--- config.mk ---
export PLATFORM = sky130hd
export DESIGN_NAME = fuzz_top
export DESIGN_NICKNAME = d
export VERILOG_FILES = /design/src/rtl/fuzz_top_pkg.sv /design/src/rtl/fuzz_lfsr64.sv /design/src/rtl/fuzz_top.sv
export SDC_FILE = /design/constraint.sdc
export NUM_CORES = 1
export LEC_CHECK = 0
export CORE_ASPECT_RATIO = 2
export CORE_MARGIN = 3
export CORE_UTILIZATION = 48
export CTS_CLUSTER_DIAMETER = 150
export DETAILED_ROUTE_END_ITERATION = 7
export GPL_TIMING_DRIVEN = 0
export PLACE_DENSITY = 0.77
export SYNTH_ARGS = -nofsm -noshare
export SYNTH_HDL_FRONTEND = slang
export SYNTH_SLANG_ARGS = --single-unit
--- constraint.sdc ---
create_clock -name clk -period 3.1 [get_ports clk]
set_clock_uncertainty 0.2 [all_clocks]
set_input_delay 0.62 -clock clk [delete_from_list [all_inputs] [get_ports clk]]
set_output_delay 0.62 -clock clk [all_outputs]
set_load 0.01 [all_outputs]
--- src/rtl/fuzz_top_pkg.sv ---
// fuzz_top_pkg: shared constants and helpers for the fuzz_top datapath.
//   - Field offsets/widths of the 350-bit status word y.
//   - LFSR seed and Galois feedback mask.
//   - rotl17 / popcnt49 helper functions used by the top level.
package fuzz_top_pkg;

    localparam int IN_W = 49;
    localparam int Y_W  = 350;

    localparam int Y_IND1_LSB = 0;    localparam int Y_IND1_W = 49;
    localparam int Y_IND2_LSB = 49;   localparam int Y_IND2_W = 49;
    localparam int Y_SUM_LSB  = 98;   localparam int Y_SUM_W  = 18;
    localparam int Y_PROD_LSB = 116;  localparam int Y_PROD_W = 24;
    localparam int Y_XR_LSB   = 140;  localparam int Y_XR_W   = 17;
    localparam int Y_ROT_LSB  = 157;  localparam int Y_ROT_W  = 17;
    localparam int Y_ACC_LSB  = 174;  localparam int Y_ACC_W  = 32;
    localparam int Y_CNT_LSB  = 206;  localparam int Y_CNT_W  = 8;
    localparam int Y_CMP_LSB  = 214;
    localparam int Y_PAR_LSB  = 215;
    localparam int Y_LFSR_LSB = 216;  localparam int Y_LFSR_W = 64;
    localparam int Y_MAC_LSB  = 280;  localparam int Y_MAC_W  = 48;
    localparam int Y_POP_LSB  = 328;  localparam int Y_POP_W  = 6;
    localparam int Y_FOLD_LSB = 334;  localparam int Y_FOLD_W = 16;

    localparam logic [63:0] LFSR_SEED = 64'h1;
    localparam logic [63:0] LFSR_MASK = 64'hD800_0000_0000_0000;

    // Rotate left within 17 bits: the upper half of the doubled word
    // shifted left holds the wrapped-around result.
    function automatic logic [16:0] rotl17(input logic [16:0] x, input logic [3:0] amt);
        logic [33:0] t;
        t = {x, x} << amt;
        return t[33:17];
    endfunction

    function automatic logic [5:0] popcnt49(input logic [48:0] v);
        logic [5:0] n;
        n = '0;
        for (int i = 0; i < 49; i++) n = n + 6'(v[i]);
        return n;
    endfunction

endpackage

--- src/rtl/fuzz_lfsr64.sv ---
// fuzz_lfsr64: 64-bit right-shifting Galois LFSR, advances every clock.
//   clk    in   rising-edge clock
//   rst_n  in   asynchronous active-low reset (loads LFSR_SEED)
//   state  out  current LFSR value
module fuzz_lfsr64
    import fuzz_top_pkg::*;
(
    input  logic        clk,
    input  logic        rst_n,
    output logic [63:0] state
);

    always_ff @(posedge clk or negedge rst_n) begin
        if (!rst_n) state <= LFSR_SEED;
        else        state <= (state >> 1) ^ (state[0] ? LFSR_MASK : 64'h0);
    end

endmodule

--- src/rtl/fuzz_top.sv ---
// fuzz_top: registered mixed-function datapath publishing a 350-bit status word.
//   clk    in   rising-edge clock
//   rst_n  in   asynchronous active-low reset
//   wire0  in   17-bit unsigned operand A
//   wire1  in   9-bit unsigned operand B
//   wire2  in   3-bit unsigned tag
//   wire3  in   14-bit signed operand C
//   wire4  in   6-bit control, [3:0] = rotate amount
//   y      out  packed result word (field map in fuzz_top_pkg)
module fuzz_top
    import fuzz_top_pkg::*;
(
    input  logic           clk,
    input  logic           rst_n,
    input  logic [16:0]    wire0,
    input  logic [8:0]     wire1,
    input  logic [2:0]     wire2,
    input  logic [13:0]    wire3,
    input  logic [5:0]     wire4,
    output logic [Y_W-1:0] y
);

    logic [IN_W-1:0]  in_c;
    logic signed [13:0] c_s;
    logic signed [9:0]  b_s;
    logic signed [23:0] prod_c;

    assign in_c   = {wire4, wire3, wire2, wire1, wire0};
    assign c_s    = wire3;
    assign b_s    = {1'b0, wire1};
    assign prod_c = 24'(b_s) * 24'(c_s);

    logic [IN_W-1:0]    in_p1, in_p2;
    logic [17:0]        sum_p1;
    logic signed [23:0] prod_p1;
    logic [16:0]        xr_p1, rot_p1;
    logic [31:0]        acc_p1;
    logic [7:0]         cnt_p1;
    logic               cmp_p1, par_p1;
    logic [63:0]        lfsr_p1;
    logic [47:0]        mac_p1;
    logic [5:0]         pop_p1;
    logic [15:0]        fold_p1;

    // Stage p1: every field registered from the current inputs / own state.
    // in_p2 and mac_p1 see one extra stage (in_p1 and prod_p1 before this edge).
    always_ff @(posedge clk or negedge rst_n) begin
        if (!rst_n) begin
            in_p1   <= '0;
            in_p2   <= '0;
            sum_p1  <= '0;
            prod_p1 <= '0;
            xr_p1   <= '0;
            rot_p1  <= '0;
            acc_p1  <= '0;
            cnt_p1  <= '0;
            cmp_p1  <= 1'b0;
            par_p1  <= 1'b0;
            mac_p1  <= '0;
            pop_p1  <= '0;
            fold_p1 <= '0;
        end else begin
            in_p1   <= in_c;
            in_p2   <= in_p1;
            sum_p1  <= 18'(wire0) + 18'(wire1);
            prod_p1 <= prod_c;
            xr_p1   <= wire0 ^ {wire3, wire2};
            rot_p1  <= rotl17(wire0, wire4[3:0]);
            acc_p1  <= acc_p1 + {{18{c_s[13]}}, c_s};
            cnt_p1  <= cnt_p1 + 8'd1;
            cmp_p1  <= wire0 > {wire1, 8'b0};
            par_p1  <= ^in_c;
            mac_p1  <= mac_p1 + {{24{prod_p1[23]}}, prod_p1};
            pop_p1  <= popcnt49(in_c);
            fold_p1 <= fold_p1 ^ wire0[15:0];
        end
    end

    fuzz_lfsr64 u_lfsr (
        .clk   (clk),
        .rst_n (rst_n),
        .state (lfsr_p1)
    );

    assign y[Y_IND1_LSB +: Y_IND1_W] = in_p1;
    assign y[Y_IND2_LSB +: Y_IND2_W] = in_p2;
    assign y[Y_SUM_LSB  +: Y_SUM_W]  = sum_p1;
    assign y[Y_PROD_LSB +: Y_PROD_W] = prod_p1;
    assign y[Y_XR_LSB   +: Y_XR_W]   = xr_p1;
    assign y[Y_ROT_LSB  +: Y_ROT_W]  = rot_p1;
    assign y[Y_ACC_LSB  +: Y_ACC_W]  = acc_p1;
    assign y[Y_CNT_LSB  +: Y_CNT_W]  = cnt_p1;
    assign y[Y_CMP_LSB]              = cmp_p1;
    assign y[Y_PAR_LSB]              = par_p1;
    assign y[Y_LFSR_LSB +: Y_LFSR_W] = lfsr_p1;
    assign y[Y_MAC_LSB  +: Y_MAC_W]  = mac_p1;
    assign y[Y_POP_LSB  +: Y_POP_W]  = pop_p1;
    assign y[Y_FOLD_LSB +: Y_FOLD_W] = fold_p1;

endmodule

======== Word-level counts from Yosys, hierarchy flattened ========
Index checks and enable logic that the tools add are counted.
word-level totals
  flip-flop bits (word level) ............. 350
  input bits .............................. 51
  output and inout bits ................... 350
  word-level logic and storage cells ...... 74
cells by class
  add/subtract/negate cells ............... 52
  $mul .................................... 1
  magnitude comparators ................... 1
  shift-type cells ........................ 1
  multiplexer cells ....................... 1
  bitwise gates (word level) .............. 3
  reduce and logical (&&, ||, !) cells .... 1
operator list
  cell                                                            number
  6-bit by 1-bit adder with 6-bit output                          43
  64-bit two-way mux                                              1
  63-bit by 64-bit bitwise XOR with 64-bit output                 1
  49-bit parity                                                   1
  48-bit adder                                                    1
  34-bit by 4-bit left shift with 34-bit output                   1
  32-bit adder                                                    1
  10-bit by 14-bit multiplier with 24-bit output                  1
  17-bit by 9-bit adder with 18-bit output                        1
  17-bit greater-than comparator                                  1
  17-bit bitwise XOR                                              1
  16-bit bitwise XOR                                              1
  8-bit by 1-bit adder with 8-bit output (second input constant)  1
  5-bit by 1-bit adder with 6-bit output                          1
  4-bit by 1-bit adder with 5-bit output                          1
  3-bit by 1-bit adder with 4-bit output                          1
  2-bit by 1-bit adder with 3-bit output                          1
  1-bit by 1-bit adder with 2-bit output                          1

======== Depth between registers and ports, before layout ========
Gate-level depths: netlist of the first run.
  word-level depth ........................ 48
  gate-level depth with buffers ........... 21
  mapped depth without buffers ............ 20

======== By module ========
A second synthesis of the first run with hierarchy kept.
unflattened totals
  cells, all modules ...................... 1,898
  area, all modules ....................... 21,435.6 um^2
modules (own cells, without submodules)
  module       times used  cells an instance  area each (um^2)  sequential area each (um^2)
  fuzz_top     1           1,831              19,806.5          7,156.9
  fuzz_lfsr64  1           67                 1,629.1           1,602.8

======== Least setup slack after synthesis of the first run ========
Ideal clock, no wire load.
  path kind ............................... input to register
  start ................................... in wire1[8]
  end ..................................... reg pop_p1[4]
  library setup time ...................... 0.080 ns
  arrival ................................. 5.786 ns
  required time ........................... 2.820 ns
  path slack .............................. -2.966 ns
  cell stages on the path ................. 17
  path buffers ............................ 1
  cell sequence ........................... clkbuf_1 clkinv_1 fa_1 fa_1 inv_1 fa_1 inv_1 fa_1 fa_1 fa_1 fa_1 inv_1 fa_1 fa_1 a21o_1 a21oi_1 xnor2_1
between the ends
  cells in the longest elaborated chain, start to end .. 24
RTL lines
  item                                                  RTL line            source
  start: declaration                                    fuzz_top.sv:16      input logic [8:0] wire1,
  6-bit by 1-bit adder with 6-bit output (24 in a row)  fuzz_top_pkg.sv:39  for (int i = 0; i < 49; i++) n = n + 6'(v[i]);
  end signal: assignment                                fuzz_top.sv:74      pop_p1 <= popcnt49(in_c);
  end: declaration                                      fuzz_top.sv:42      logic [5:0] pop_p1;
Every way passes these cells.

======== Final worst setup path of the first run ========
  start ................................... in wire3[10]
  end ..................................... reg pop_p1[4]
between the ends
  cells in the longest elaborated chain, start to end .. 10
RTL lines
  item                                                  RTL line            source
  start: declaration                                    fuzz_top.sv:18      input logic [13:0] wire3,
  6-bit by 1-bit adder with 6-bit output (10 in a row)  fuzz_top_pkg.sv:39
Every way passes these cells.

==> results of run 1 <==
==> worst min path at each step <==
stage | start | slack (ps) | cells past startpoint | end
floorplan | rst_n | 120 | 0 | acc_p1[0]$_DFF_PN0_
global placement | in_p1[39]$_DFF_PN0_ | 160 | 0 | in_p2[39]$_DFF_PN0_
detailed placement | in_p1[24]$_DFF_PN0_ | 160 | 0 | in_p2[24]$_DFF_PN0_
CTS | wire3[10] | 1 | 1 | in_p1[39]$_DFF_PN0_
global route | wire1[4] | 10 | 1 | in_p1[21]$_DFF_PN0_
finish | wire3[9] | 20 | 1 | in_p1[38]$_DFF_PN0_
==> cell families (layout without fill, tap and decap cells) <==
group                      count (synthesis)  in the layout  synth area share, %
AOI/OAI and AO/OA                        310            311                 9.70
xor gates and xnor gates                 184            184                 7.60
adders and majority gates                318            318                 23.9
buffers and inverters                    316            894                 5.62
DFF                                      350            350                 40.9
muxes                                     35             35                 3.63
and+or+nand+nor                          381            381                 8.63
==> area by class of cell <==
cell class	count	area (µm²)	share of cell area [%]
buffer	38	479	1.59
clock buffer	46	946	3.14
clock inverter	12	125	0.416
inverter	267	1070	3.57
multi-input combinational	1229	12600	41.9
sequential	350	8770	29.1
tap	550	688	2.29
timing repair buffer	531	5400	17.9
==> sequential cells by signal (all words and copies together) (netlist names) <==
name	cells
fold_p1	16
xr_p1	17
rot_p1	17
cnt_p1	8
sum_p1	18
mac_p1	48
u_lfsr.state	64
cmp_p1	1
par_p1	1
acc_p1	32
in_p1	49
pop_p1	6
in_p2	49
prod_p1	24
==> layer usage <==
metal  global-route usage (%)  wire length [µm]  vias up
met5                        0                 0        -
met4                     14.4              4230        0
met3                     4.26              3730      246
met2                     51.6             36300      721
met1                     26.7             21000     8428
li1                         -                 -     7416
==> metrics by stage <==
| stage | cell area [µm²] | cells | util [%] | hold WS (ps) | TNS [ps] |
|---|---|---|---|---|---|
| after global routing | 30100 | 3023 | 68.7 | 11.1 | -43670 |
| final | 30100 | 3023 | 68.7 | 23.9 | -41060 |
| after floorplan | 22100 | 1894 | - | 124 | -42260 |
| after CTS | 29000 | 2961 | 66.2 | 1.31 | -40100 |
| after global placement | 26800 | 2844 | 61.2 | 156 | -4915840 |
| after detailed placement | 26900 | 2847 | 61.4 | 158 | -128890 |
==> power breakdown <==
group	internal, mW	leakage, nW	switching, mW
registers	5.86	4.23	0.718
clock network	2.25	0.526	1.83
logic	11.9	9.08	12.6
total	20.1	13.8	15.2
==> cells in the final DEF (no fill, tap or decap), types with 24 or more instances in the layout <==
cell                              Yosys  layout
sky130_fd_sc_hd__buf_4                2      94
sky130_fd_sc_hd__ha_4                 0      31
sky130_fd_sc_hd__a21o_1              49      49
sky130_fd_sc_hd__buf_6                0      24
sky130_fd_sc_hd__dfrtp_1            349     346
sky130_fd_sc_hd__a21oi_1             97      70
sky130_fd_sc_hd__xor2_1              70      70
sky130_fd_sc_hd__inv_2                0      28
sky130_fd_sc_hd__nor2_1              95      82
sky130_fd_sc_hd__a21oi_2              0      24
sky130_fd_sc_hd__fa_1               151     137
sky130_fd_sc_hd__nand3_1             31      29
sky130_fd_sc_hd__clkbuf_16            0      47
sky130_fd_sc_hd__inv_1              264     224
sky130_fd_sc_hd__and2_1              34      31
sky130_fd_sc_hd__o21ai_0             48      37
sky130_fd_sc_hd__xnor2_1            113     104
sky130_fd_sc_hd__clkdlybuf4s50_1      0     362
sky130_fd_sc_hd__mux4_2              34      34
sky130_fd_sc_hd__ha_1               167     125
sky130_fd_sc_hd__nand2_1            116      87
==> repair_timing <==
item	in CTS	in global routing
endpoints found under the setup margin	79	58
hold buffers	5	2
resized for setup	342	187
endpoints found under the hold margin	100	2
pin swaps	67	143
cloned	2	0
setup buffers	50	76
==> flow_summary.html, run 1 <==
<table>
<tr><th>Metric</th><th>Value</th></tr>
<tr><th colspan="2">Status</th></tr>
<tr><td>Status</td><td>finished with violations</td></tr>
<tr><td>Violations in the final reports</td><td>setup timing</td></tr>
<tr><th colspan="2">Timing</th></tr>
<tr><td>Count of endpoints failing setup in the final report</td><td>26</td></tr>
<tr><td>Share of the cycle needed by the critical path after routing</td><td>177%</td></tr>
<tr><td>Slew Limit Headroom</td><td>42.6%</td></tr>
<tr><td>Count of endpoints failing hold in the final timing report</td><td>0</td></tr>
<tr><td>Maximum clock frequency</td><td>182 MHz</td></tr>
<tr><td>Slew at the pin closest to its max-slew limit</td><td>861 ps</td></tr>
<tr><td>Final worst setup slack</td><td>-2380 ps</td></tr>
<tr><td>Setup repair after global routing missed its margin</td><td>true</td></tr>
<tr><td>Crit path time final</td><td>5480 ps</td></tr>
<tr><td>Final Slew Violations</td><td>0</td></tr>
<tr><th colspan="2">Die</th></tr>
<tr><td>Die height</td><td>305 µm</td></tr>
<tr><td>Die Span X</td><td>approximately 160 µm</td></tr>
<tr><td>Die outline area</td><td>47,300 µm²</td></tr>
<tr><td>CORE AREA</td><td>between 40,000 and 50,000 µm²</td></tr>
<tr><td>Number of cell rows</td><td>108</td></tr>
<tr><td>I/O pin count</td><td>401</td></tr>
<tr><td>Initial Util</td><td>48.9%</td></tr>
<tr><th colspan="2">Critical path</th></tr>
<tr><td>Category of the critical setup timing path</td><td>primary input to register</td></tr>
<tr><td>Buffers plus inverters on the worst setup path</td><td>6</td></tr>
<tr><td>End of the critical path</td><td>pop_p1[4]$_DFF_PN0_</td></tr>
<tr><td>Library cell contributing the largest single delay on the critical path</td><td>sky130_fd_sc_hd__fa_2</td></tr>
<tr><td>CP Data Required Time</td><td>3350 ps</td></tr>
<tr><td>Worst R2R Setup Slack</td><td>0 ps</td></tr>
<tr><td>Arrival time of data at the critical path endpoint</td><td>5740 ps</td></tr>
<tr><td>WP depth</td><td>18</td></tr>
<tr><td>Reg-to-reg startpoint</td><td>prod_p1[23]$_DFF_PN0_</td></tr>
<tr><td>CP cell instances</td><td>buf_8 -&gt; buf_8 -&gt; inv_6 -&gt; fa_1 -&gt; inv_2 -&gt; fa_1 -&gt; inv_2 -&gt; fa_2 -&gt; fa_1 -&gt; fa_1 -&gt; fa_1 -&gt; fa_1 -&gt; inv_1 -&gt; fa_2 -&gt; fa_2 -&gt; a21o_1 -&gt; a21oi_2 -&gt; xnor2_1</td></tr>
<tr><td>Endpoint type of the worst setup path</td><td>register</td></tr>
<tr><td>Cell occurring most often along the worst timing path</td><td>sky130_fd_sc_hd__fa_1</td></tr>
<tr><td>Highest cell delay on the worst timing path</td><td>between 500 and 600 ps</td></tr>
<tr><td>Setup crit start kind</td><td>primary input</td></tr>
<tr><td>Cell family with most CP delay</td><td>adder cells</td></tr>
<tr><td>CP Max Fanout</td><td>4</td></tr>
<tr><td>Capture instance of the worst register-to-register path</td><td>mac_p1[43]$_DFF_PN0_</td></tr>
<tr><td>Crit path from</td><td>wire3[10]</td></tr>
<tr><td>Count of cells along the worst register-to-register path</td><td>12</td></tr>
<tr><th colspan="2">Power and ir drop</th></tr>
<tr><td>Power per standard cell area</td><td>between 1000 and 1500 nW/µm²</td></tr>
<tr><td>Cell leakage power</td><td>13.8 nW</td></tr>
<tr><td>Total power draw</td><td>35.3 mW</td></tr>
<tr><td>Peak supply drop</td><td>2.24 mV</td></tr>
<tr><th colspan="2">Logic synthesis</th></tr>
<tr><td>Gate Count Post-Synth</td><td>1,894</td></tr>
<tr><td>Mean area per synthesized cell</td><td>approximately 11 µm²</td></tr>
<tr><td>Top area cells in the synthesized netlist</td><td>sky130_fd_sc_hd__dfrtp_1 41%, sky130_fd_sc_hd__fa_1 14%, sky130_fd_sc_hd__ha_1 9.8%</td></tr>
<tr><td>Most instantiated library cell after synthesis</td><td>sky130_fd_sc_hd__dfrtp_1</td></tr>
<tr><td>Most common flop cell mapped by yosys</td><td>sky130_fd_sc_hd__dfrtp_1</td></tr>
<tr><td>Number of flip-flops and latches in the synthesized netlist</td><td>350</td></tr>
<tr><td>Share of Yosys cell area claimed by the top area cell type</td><td>around 41%</td></tr>
<tr><td>Post-Synthesis Cell Area</td><td>roughly 21,000 µm²</td></tr>
<tr><td>Top cells by count, synth</td><td>349 x sky130_fd_sc_hd__dfrtp_1, 264 x sky130_fd_sc_hd__inv_1, 167 x sky130_fd_sc_hd__ha_1</td></tr>
<tr><td>FFs w/ async S/R, synth</td><td>between 90% and 100%</td></tr>
<tr><td>Number of library cell types mapped by synthesis</td><td>between 70 and 80</td></tr>
<tr><td>Synth Net Count</td><td>2,263</td></tr>
<tr><td>Register area share after synthesis</td><td>between 40% and 50%</td></tr>
<tr><td>Count of flip-flops with a built-in enable after synthesis</td><td>0</td></tr>
<tr><td>Total number of yosys warnings</td><td>0</td></tr>
<tr><td>Largest area contributor in the netlist</td><td>sky130_fd_sc_hd__dfrtp_1</td></tr>
<tr><th colspan="2">Finish</th></tr>
<tr><td>Number of antenna repair diodes</td><td>0</td></tr>
<tr><td>Layout overhead on the synthesized area</td><td>40.6%</td></tr>
<tr><td>Fraction of final layout cells sized beyond drive strength 1</td><td>between 20% and 30%</td></tr>
<tr><td>Nets@finish</td><td>approximately 2,800</td></tr>
<tr><td>Layout fillers</td><td>3,136</td></tr>
<tr><th colspan="2">Route</th></tr>
<tr><td>Via count normalized by instance count</td><td>5.56</td></tr>
<tr><td>Iter 0 DRT Violations</td><td>between 700 and 800</td></tr>
<tr><td>Number of nets with antenna violations after detailed routing</td><td>0</td></tr>
<tr><td>Detailed-route DRC error count</td><td>0</td></tr>
<tr><td>WL/cell</td><td>around 22 µm</td></tr>
<tr><td>Final WL</td><td>65,300 µm</td></tr>
<tr><td>Initial DRT Pass Iterations</td><td>7</td></tr>
<tr><td>Via count</td><td>16,811</td></tr>
<tr><th colspan="2">Run</th></tr>
<tr><td>Number of violations of the max-capacitance limit</td><td>0</td></tr>
<tr><th colspan="2">Global route</th></tr>
<tr><td>Overall routing resource usage</td><td>26.8%</td></tr>
<tr><td>Maximum number of pins on one net before global-route repair</td><td>100</td></tr>
<tr><td>Residual overflow from global routing</td><td>0</td></tr>
<tr><td>Initial antenna violation count</td><td>0</td></tr>
<tr><td>Wire length of the first global-routing pass</td><td>99,200 µm</td></tr>
<tr><td>Number of global-route vias before repair</td><td>18,156</td></tr>
<tr><th colspan="2">Clocking</th></tr>
<tr><td>Clock buffer depth</td><td>3</td></tr>
<tr><td>Cell at the root of the clock tree</td><td>sky130_fd_sc_hd__clkbuf_16</td></tr>
<tr><td>TritonCTS clock tree</td><td>built</td></tr>
<tr><td>Clock insertion delay at the later pin of the skew report</td><td>between 500 and 600 ps</td></tr>
<tr><td>Clock sink total</td><td>350</td></tr>
<tr><td>H-tree level count</td><td>2</td></tr>
<tr><td>Clock-pin transition on the worst setup and hold timing paths</td><td>60 ps</td></tr>
<tr><td>Cts bufs inserted</td><td>34</td></tr>
<tr><th colspan="2">Place</th></tr>
<tr><td>Port-buffer cells</td><td>400</td></tr>
<tr><td>Global placer's final weighted congestion</td><td>0.929</td></tr>
<tr><td>Worst setup timing slack at the placement stage</td><td>-3800 ps</td></tr>
<tr><td>Total half-perimeter wirelength after legalization and detailed placement</td><td>48,700 µm</td></tr>
<tr><th colspan="2">Worst hold path</th></tr>
<tr><td>Type of the most critical hold path</td><td>primary input to register</td></tr>
</table>
Power figures use the tool's default switching activity.
==> inputs of run 2 (changes only) <==
- CORE_UTILIZATION: 48 -> 54
- CTS_CLUSTER_SIZE: unset -> 30
- PLACE_DENSITY: 0.77 -> 0.82
- clock period: 3.1 -> 5.9 ns (I/O delays scaled with it)
==> flow_summary.html, run 2 (synthesis gave the netlist of run 1 again) <==
<table>
<tr><th>Metric</th><th>Value</th></tr>
<tr><th colspan="2">Global route</th></tr>
<tr><td>Residual overflow from global routing</td><td>0</td></tr>
<tr><td>Number of global-route vias before repair</td><td>between 15,000 and 20,000</td></tr>
<tr><td>Initial antenna violation count</td><td>0</td></tr>
<tr><td>Wire length of the first global-routing pass</td><td>97,400 µm</td></tr>
<tr><td>Overall routing resource usage</td><td>29.5%</td></tr>
<tr><td>Maximum number of pins on one net before global-route repair</td><td>around 130</td></tr>
<tr><th colspan="2">Critical path</th></tr>
<tr><td>Arrival time of data at the critical path endpoint</td><td>6220 ps</td></tr>
<tr><td>Highest cell delay on the worst timing path</td><td>570 ps</td></tr>
<tr><td>CP Data Required Time</td><td>slightly above 6000 ps</td></tr>
<tr><td>Category of the critical setup timing path</td><td>primary input to register</td></tr>
<tr><td>Setup crit start kind</td><td>primary input</td></tr>
<tr><td>Cell occurring most often along the worst timing path</td><td>sky130_fd_sc_hd__fa_1</td></tr>
<tr><td>Cell family with most CP delay</td><td>adder cells</td></tr>
<tr><td>CP Max Fanout</td><td>4</td></tr>
<tr><td>Library cell contributing the largest single delay on the critical path</td><td>sky130_fd_sc_hd__fa_1</td></tr>
<tr><td>Reg-to-reg startpoint</td><td>prod_p1[23]$_DFF_PN0_</td></tr>
<tr><td>Crit path from</td><td>wire3[6]</td></tr>
<tr><td>Buffers plus inverters on the worst setup path</td><td>5</td></tr>
<tr><td>Worst R2R Setup Slack</td><td>a little over 2000 ps</td></tr>
<tr><td>Endpoint type of the worst setup path</td><td>register</td></tr>
<tr><td>CP cell instances</td><td>buf_12 -&gt; inv_6 -&gt; fa_1 -&gt; inv_2 -&gt; fa_1 -&gt; inv_2 -&gt; fa_2 -&gt; fa_1 -&gt; fa_1 -&gt; fa_1 -&gt; fa_1 -&gt; inv_1 -&gt; fa_2 -&gt; fa_2 -&gt; a21o_1 -&gt; a21oi_2 -&gt; xnor2_1</td></tr>
<tr><th colspan="2">Timing</th></tr>
<tr><td>Total negative slack for setup checks</td><td>-72.0 ps</td></tr>
<tr><td>Slew Limit Headroom</td><td>21.2%</td></tr>
<tr><td>Share of the cycle needed by the critical path after routing</td><td>101%</td></tr>
<tr><td>Setup repair after global routing missed its margin</td><td>true</td></tr>
<tr><td>Maximum clock frequency</td><td>167 MHz</td></tr>
<tr><td>Final Slew Violations</td><td>0</td></tr>
<tr><td>Slew at the pin closest to its max-slew limit</td><td>1150 ps</td></tr>
<tr><td>Worst hold margin</td><td>181 ps</td></tr>
<tr><td>Crit path time final</td><td>roughly 6000 ps</td></tr>
<tr><td>Count of endpoints failing hold in the final timing report</td><td>0</td></tr>
<tr><td>Final worst setup slack</td><td>-72.0 ps</td></tr>
<tr><td>Count of endpoints failing setup in the final report</td><td>1</td></tr>
<tr><th colspan="2">Run</th></tr>
<tr><td>Number of violations of the max-capacitance limit</td><td>0</td></tr>
<tr><th colspan="2">Die</th></tr>
<tr><td>Initial Util</td><td>55.0%</td></tr>
<tr><td>Die outline area</td><td>42,200 µm²</td></tr>
<tr><td>Die height</td><td>between 200 and 300 µm</td></tr>
<tr><td>Number of cell rows</td><td>between 100 and 150</td></tr>
<tr><td>Die Span X</td><td>147 µm</td></tr>
<tr><td>I/O pin count</td><td>401</td></tr>
<tr><td>CORE AREA</td><td>38,900 µm²</td></tr>
<tr><th colspan="2">Place</th></tr>
<tr><td>Total half-perimeter wirelength after legalization and detailed placement</td><td>49,300 µm</td></tr>
<tr><td>Port-buffer cells</td><td>400</td></tr>
<tr><td>Global placer's final weighted congestion</td><td>0.951</td></tr>
<tr><th colspan="2">Route</th></tr>
<tr><td>WL/cell</td><td>21.6 µm</td></tr>
<tr><td>Iter 0 DRT Violations</td><td>753</td></tr>
<tr><td>Via count</td><td>16,331</td></tr>
<tr><td>Initial DRT Pass Iterations</td><td>5</td></tr>
<tr><td>Number of nets with antenna violations after detailed routing</td><td>0</td></tr>
<tr><td>Detailed-route DRC error count</td><td>0</td></tr>
<tr><td>Via count normalized by instance count</td><td>5.71</td></tr>
<tr><td>Final WL</td><td>61,900 µm</td></tr>
<tr><th colspan="2">Status</th></tr>
<tr><td>Violations in the final reports</td><td>setup timing</td></tr>
<tr><td>Status</td><td>finished with violations</td></tr>
<tr><th colspan="2">Worst hold path</th></tr>
<tr><td>Type of the most critical hold path</td><td>register to register</td></tr>
<tr><td>Min-Delay Startpoint</td><td>u_lfsr.state[19]$_DFF_PN0_</td></tr>
<tr><th colspan="2">Finish</th></tr>
<tr><td>Largest registers in the final layout</td><td>u_lfsr.state (64), in_p1 (49), in_p2 (49)</td></tr>
<tr><td>Register bank with the most flops</td><td>u_lfsr.state</td></tr>
<tr><td>Number of antenna repair diodes</td><td>0</td></tr>
<tr><td>Layout overhead on the synthesized area</td><td>27.0%</td></tr>
<tr><td>Most frequent standard cell in the layout excluding fill and tap cells</td><td>sky130_fd_sc_hd__clkdlybuf4s50_1</td></tr>
<tr><td>Nets@finish</td><td>2,704</td></tr>
<tr><td>Fraction of final layout cells sized beyond drive strength 1</td><td>9.62%</td></tr>
<tr><td>Number of flip-flops in the largest register</td><td>64</td></tr>
<tr><td>Highest-count cells in the layout ignoring fill and taps</td><td>364 x sky130_fd_sc_hd__clkdlybuf4s50_1, 349 x sky130_fd_sc_hd__dfrtp_1, 243 x sky130_fd_sc_hd__inv_1</td></tr>
<tr><th colspan="2">Clocking</th></tr>
<tr><td>Clock buffer depth</td><td>3</td></tr>
<tr><td>H-tree level count</td><td>1</td></tr>
<tr><td>Clock sink total</td><td>350</td></tr>
<tr><td>Cell at the root of the clock tree</td><td>sky130_fd_sc_hd__clkbuf_16</td></tr>
<tr><td>Clock insertion delay at the later pin of the skew report</td><td>540 ps</td></tr>
<tr><td>TritonCTS clock tree</td><td>built</td></tr>
<tr><td>Cts bufs inserted</td><td>15</td></tr>
<tr><td>Clock-pin transition on the worst setup and hold timing paths</td><td>110 ps</td></tr>
<tr><th colspan="2">Power and ir drop</th></tr>
<tr><td>Peak supply drop</td><td>1.27 mV</td></tr>
<tr><td>Power per standard cell area</td><td>564 nW/µm²</td></tr>
<tr><td>Cell leakage power</td><td>12.7 nW</td></tr>
</table>
[run 2: cell types whose count changed in the layout (fill, tap and decap cells not counted), moves of 16 or more]
| cell | delta |
|---|---|
| sky130_fd_sc_hd__a21oi_1 | +21 |
| sky130_fd_sc_hd__a21oi_2 | -20 |
| sky130_fd_sc_hd__buf_4 | -61 |
| sky130_fd_sc_hd__buf_6 | -16 |
| sky130_fd_sc_hd__clkbuf_16 | -28 |
| sky130_fd_sc_hd__ha_1 | +34 |
| sky130_fd_sc_hd__ha_4 | -27 |
| sky130_fd_sc_hd__inv_1 | +19 |
| sky130_fd_sc_hd__nand2_1 | +29 |
| sky130_fd_sc_hd__nand2_2 | -18 |
[run 2: path summary, 6_finish.rpt]
kind / depth (start not counted) / to
hold reg to reg: 0 / u_lfsr.state[18]$_DFF_PN0_
max in group asynchronous: 3 / in_p2[34]$_DFF_PN0_
setup reg to reg: 11 / mac_p1[43]$_DFF_PN0_
hold / removal: 0 / u_lfsr.state[18]$_DFF_PN0_
min in group asynchronous: 1 / u_lfsr.state[21]$_DFF_PN0_
setup / recovery: 17 / pop_p1[4]$_DFF_PN0_
[run 2: worst register-to-register path: stages, from the launching register on]
cell                        delay (ps)
sky130_fd_sc_hd__dfrtp_1          1100
sky130_fd_sc_hd__ha_1              380
sky130_fd_sc_hd__clkbuf_1          200
sky130_fd_sc_hd__a21o_1            210
sky130_fd_sc_hd__a21o_1            160
sky130_fd_sc_hd__a21oi_1           190
sky130_fd_sc_hd__nand2_1           130
sky130_fd_sc_hd__a2bb2oi_1         170
sky130_fd_sc_hd__o21ai_4           100
sky130_fd_sc_hd__o21ai_4           150
sky130_fd_sc_hd__or4_1             540
sky130_fd_sc_hd__and4_1            210
[run 2: power by group]
part | internal [mW] | switching, mW | leakage (nW)
clock | 0.485 | 0.750 | 0.201
sequential | 3.07 | 0.398 | 4.23
combinational | 4.92 | 5.70 | 8.27
[run 2: cell type report]
type | instances | area [µm²]
fillers | 2768 | 11800
multi-input cells | 1228 | 11600
flip-flops and latches | 350 | 8760
repair buffers | 429 | 4280
inverters | 267 | 1050
well taps | 520 | 651
plain buffers | 44 | 410
clock buffers | 20 | 394
clock inverters | 2 | 20.0
[run 2: stage by stage]
step | area, µm² | utilization [%] | cells | setup slack, ps | power [mW]
after floorplan | 21500 | - | 1894 | -350 | 10.5
after global placement | 26200 | 67.3 | 2814 | -11200 | 13.2
after detailed placement | 26300 | 67.5 | 2817 | -1720 | 13.6
after CTS | 27000 | 69.5 | 2859 | -283 | 15.2
after global routing | 27200 | 69.8 | 2860 | -179 | 16.6
final | 27200 | 69.8 | 2860 | -72.0 | 15.3
[run 2: routing by layer]
layer	GRT usage, %	routed length [µm]	up-vias
met5	0	0	-
met3	4.68	4000	188
met1	30.7	20300	8283
met2	56.9	34300	706
met4	13.6	3330	0
li1	-	-	7154
[run 2: what timing repair did]
item | 4_1_cts | 5_1_grt
setup buffers | 21 | 6
resized for setup | 237 | 81
hold buffers | 0 | 0
hold endpoints to repair | 0 | 0
pin swaps | 26 | 33
endpoints found under the setup margin | 19 | 12
==> inputs of run 3 (changes only) <==
- CTS_CLUSTER_DIAMETER: 150 -> unset
==> flow_summary.html, run 3 (synthesis gave the netlist of run 1 again) <==
<table>
<tr><th>Metric</th><th>Value</th></tr>
<tr><th colspan="2">Global route</th></tr>
<tr><td>Overall routing resource usage</td><td>a little under a third</td></tr>
<tr><td>Wire length of the first global-routing pass</td><td>100,000 µm</td></tr>
<tr><td>Maximum number of pins on one net before global-route repair</td><td>126</td></tr>
<tr><td>Number of global-route vias before repair</td><td>18,260</td></tr>
<tr><td>Residual overflow from global routing</td><td>0</td></tr>
<tr><td>Initial antenna violation count</td><td>0</td></tr>
<tr><th colspan="2">Place</th></tr>
<tr><td>Global placer's final weighted congestion</td><td>0.951</td></tr>
<tr><td>Number of cells after detailed placement</td><td>2,817</td></tr>
<tr><td>Port-buffer cells</td><td>400</td></tr>
<tr><td>Total half-perimeter wirelength after legalization and detailed placement</td><td>between 40,000 and 50,000 µm</td></tr>
<tr><th colspan="2">Timing</th></tr>
<tr><td>Slew Limit Headroom</td><td>22.2%</td></tr>
<tr><td>Maximum clock frequency</td><td>around 170 MHz</td></tr>
<tr><td>Count of endpoints failing hold in the final timing report</td><td>0</td></tr>
<tr><td>Count of endpoints failing setup in the final report</td><td>0</td></tr>
<tr><td>Setup repair after global routing missed its margin</td><td>true</td></tr>
<tr><td>Slew at the pin closest to its max-slew limit</td><td>around 1100 ps</td></tr>
<tr><td>Crit path time final</td><td>between 5000 and 6000 ps</td></tr>
<tr><td>Share of the cycle needed by the critical path after routing</td><td>approximately 100%</td></tr>
<tr><td>Total negative slack for setup checks</td><td>0 ps</td></tr>
<tr><td>Final Slew Violations</td><td>0</td></tr>
<tr><th colspan="2">Clocking</th></tr>
<tr><td>Cts bufs inserted</td><td>31</td></tr>
<tr><td>H-tree level count</td><td>1</td></tr>
<tr><td>Clock buffer depth</td><td>3</td></tr>
<tr><td>Cell at the root of the clock tree</td><td>sky130_fd_sc_hd__clkbuf_16</td></tr>
<tr><td>Clock sink total</td><td>350</td></tr>
<tr><td>Clock insertion delay at the later pin of the skew report</td><td>600 ps</td></tr>
<tr><td>Clock-pin transition on the worst setup and hold timing paths</td><td>70 ps</td></tr>
<tr><td>TritonCTS clock tree</td><td>built</td></tr>
<tr><th colspan="2">Route</th></tr>
<tr><td>Final WL</td><td>63,500 µm</td></tr>
<tr><td>Number of nets with antenna violations after detailed routing</td><td>0</td></tr>
<tr><td>Via count normalized by instance count</td><td>5.73</td></tr>
<tr><td>WL/cell</td><td>between 20 and 25 µm</td></tr>
<tr><td>Initial DRT Pass Iterations</td><td>5</td></tr>
<tr><td>Via count</td><td>16,530</td></tr>
<tr><td>Iter 0 DRT Violations</td><td>926</td></tr>
<tr><td>Detailed-route DRC error count</td><td>0</td></tr>
<tr><th colspan="2">Finish</th></tr>
<tr><td>Most frequent standard cell in the layout excluding fill and tap cells</td><td>sky130_fd_sc_hd__clkdlybuf4s50_1</td></tr>
<tr><td>Layout overhead on the synthesized area</td><td>29.3%</td></tr>
<tr><td>Nets@finish</td><td>2,714</td></tr>
<tr><td>Highest-count cells in the layout ignoring fill and taps</td><td>364 x sky130_fd_sc_hd__clkdlybuf4s50_1, 349 x sky130_fd_sc_hd__dfrtp_1, 245 x sky130_fd_sc_hd__inv_1</td></tr>
<tr><td>Non-filler instance count after layout</td><td>2,886</td></tr>
<tr><td>Number of flip-flops in the largest register</td><td>64</td></tr>
<tr><td>Fraction of final layout cells sized beyond drive strength 1</td><td>about a tenth</td></tr>
<tr><td>Layout fillers</td><td>2,705</td></tr>
<tr><td>Register bank with the most flops</td><td>u_lfsr.state</td></tr>
<tr><td>Number of antenna repair diodes</td><td>0</td></tr>
<tr><td>Largest registers in the final layout</td><td>u_lfsr.state (64), in_p1 (49), in_p2 (49)</td></tr>
<tr><td>Final standard cell utilization of the core</td><td>71.1%</td></tr>
<tr><th colspan="2">Power and ir drop</th></tr>
<tr><td>Total power draw</td><td>between 15 and 20 mW</td></tr>
<tr><td>Peak supply drop</td><td>roughly 1.3 mV</td></tr>
<tr><td>Power per standard cell area</td><td>584 nW/µm²</td></tr>
<tr><td>Cell leakage power</td><td>13.0 nW</td></tr>
<tr><th colspan="2">Die</th></tr>
<tr><td>Initial Util</td><td>a little over half</td></tr>
<tr><td>Number of cell rows</td><td>approximately 100</td></tr>
<tr><td>CORE AREA</td><td>38,900 µm²</td></tr>
<tr><td>Die outline area</td><td>roughly 42,000 µm²</td></tr>
<tr><td>Die height</td><td>288 µm</td></tr>
<tr><td>Die Span X</td><td>147 µm</td></tr>
<tr><td>I/O pin count</td><td>401</td></tr>
<tr><th colspan="2">Critical path</th></tr>
<tr><td>Endpoint type of the worst setup path</td><td>register</td></tr>
<tr><td>CP Data Required Time</td><td>6220 ps</td></tr>
<tr><td>Arrival time of data at the critical path endpoint</td><td>about 6200 ps</td></tr>
<tr><td>CP Max Fanout</td><td>4</td></tr>
<tr><td>Category of the critical setup timing path</td><td>primary input to register</td></tr>
<tr><td>Setup crit start kind</td><td>primary input</td></tr>
<tr><th colspan="2">Run</th></tr>
<tr><td>Number of violations of the max-capacitance limit</td><td>0</td></tr>
<tr><th colspan="2">Worst hold path</th></tr>
<tr><td>Type of the most critical hold path</td><td>register to register</td></tr>
<tr><th colspan="2">Status</th></tr>
<tr><td>Status</td><td>finished clean</td></tr>
</table>
[run 3: area by class of cell]
| class | count | area [µm²] | area share (%) |
|---|---|---|---|
| repair buffers | 426 | 4250 | 15.4 |
| plain buffers | 41 | 352 | 1.27 |
| clock buffers | 37 | 828 | 2.99 |
| well taps | 520 | 651 | 2.35 |
| flip-flops and latches | 350 | 8760 | 31.7 |
| inverters | 267 | 1050 | 3.79 |
| multi-input cells | 1228 | 11600 | 41.8 |
| clock inverters | 17 | 213 | 0.769 |
[run 3: stage by stage]
stage / hold slack, ps / setup WS (ps) / area, µm²
2_1_floorplan: 214 / -350 / 21500
3_3_place_gp: 156 / -11200 / 26200
3_5_place_dp: 159 / -1720 / 26300
4_1_cts: 175 / -209 / 27700
5_1_grt: 186 / -98.9 / 27700
6_report: 173 / 11.0 / 27700
[run 3: path summary, 6_finish.rpt]
kind                       slack (ps)             startpoint                         end  depth (start not counted)
min in group asynchronous         210                  rst_n  u_lfsr.state[19]$_DFF_PN0_                          1
min reg2reg                       170     in_p1[3]$_DFF_PN0_          in_p2[3]$_DFF_PN0_                          0
max                                10               wire3[6]         pop_p1[4]$_DFF_PN0_                         17
min                               170     in_p1[3]$_DFF_PN0_          in_p2[3]$_DFF_PN0_                          0
max in group asynchronous        4040                  rst_n         acc_p1[6]$_DFF_PN0_                          3
max reg2reg                      2030  prod_p1[23]$_DFF_PN0_        mac_p1[43]$_DFF_PN0_                         10
[run 3: routing by layer]
metal	wire length (µm)	up-vias	part of all wire [%]	track usage, %
li1	-	7205	-	-
met1	20500	8336	32	31.5
met2	34900	779	55	58.2
met3	4450	210	7.0	5.64
met4	3670	0	5.8	13.9
met5	0	-	0	0
[run 3: power breakdown]
| group | switching (mW) | leakage, nW | total, mW | internal, mW |
|---|---|---|---|---|
| Sequential | 0.404 | 4.23 | 3.48 | 3.08 |
| Combinational | 5.72 | 8.23 | 10.5 | 4.83 |
| Clock | 0.942 | 0.514 | 2.12 | 1.18 |
[run 3: critical path, cell delays in order]
cell	delay, ps
sky130_fd_sc_hd__buf_12	90
sky130_fd_sc_hd__inv_6	40
sky130_fd_sc_hd__fa_1	560
sky130_fd_sc_hd__inv_2	60
sky130_fd_sc_hd__fa_1	500
sky130_fd_sc_hd__inv_2	50
sky130_fd_sc_hd__fa_2	570
sky130_fd_sc_hd__fa_1	440
sky130_fd_sc_hd__fa_1	560
sky130_fd_sc_hd__fa_1	450
sky130_fd_sc_hd__fa_1	500
sky130_fd_sc_hd__inv_1	50
sky130_fd_sc_hd__fa_2	350
sky130_fd_sc_hd__fa_2	350
sky130_fd_sc_hd__a21o_1	170
sky130_fd_sc_hd__a21oi_2	140
sky130_fd_sc_hd__xnor2_1	130
[run 3: timing repair]
item	CTS	global route
buffers inserted	19	5
resized for setup	221	80
hold buffers	0	0
pin swaps	24	26
setup endpoints to repair	19	12
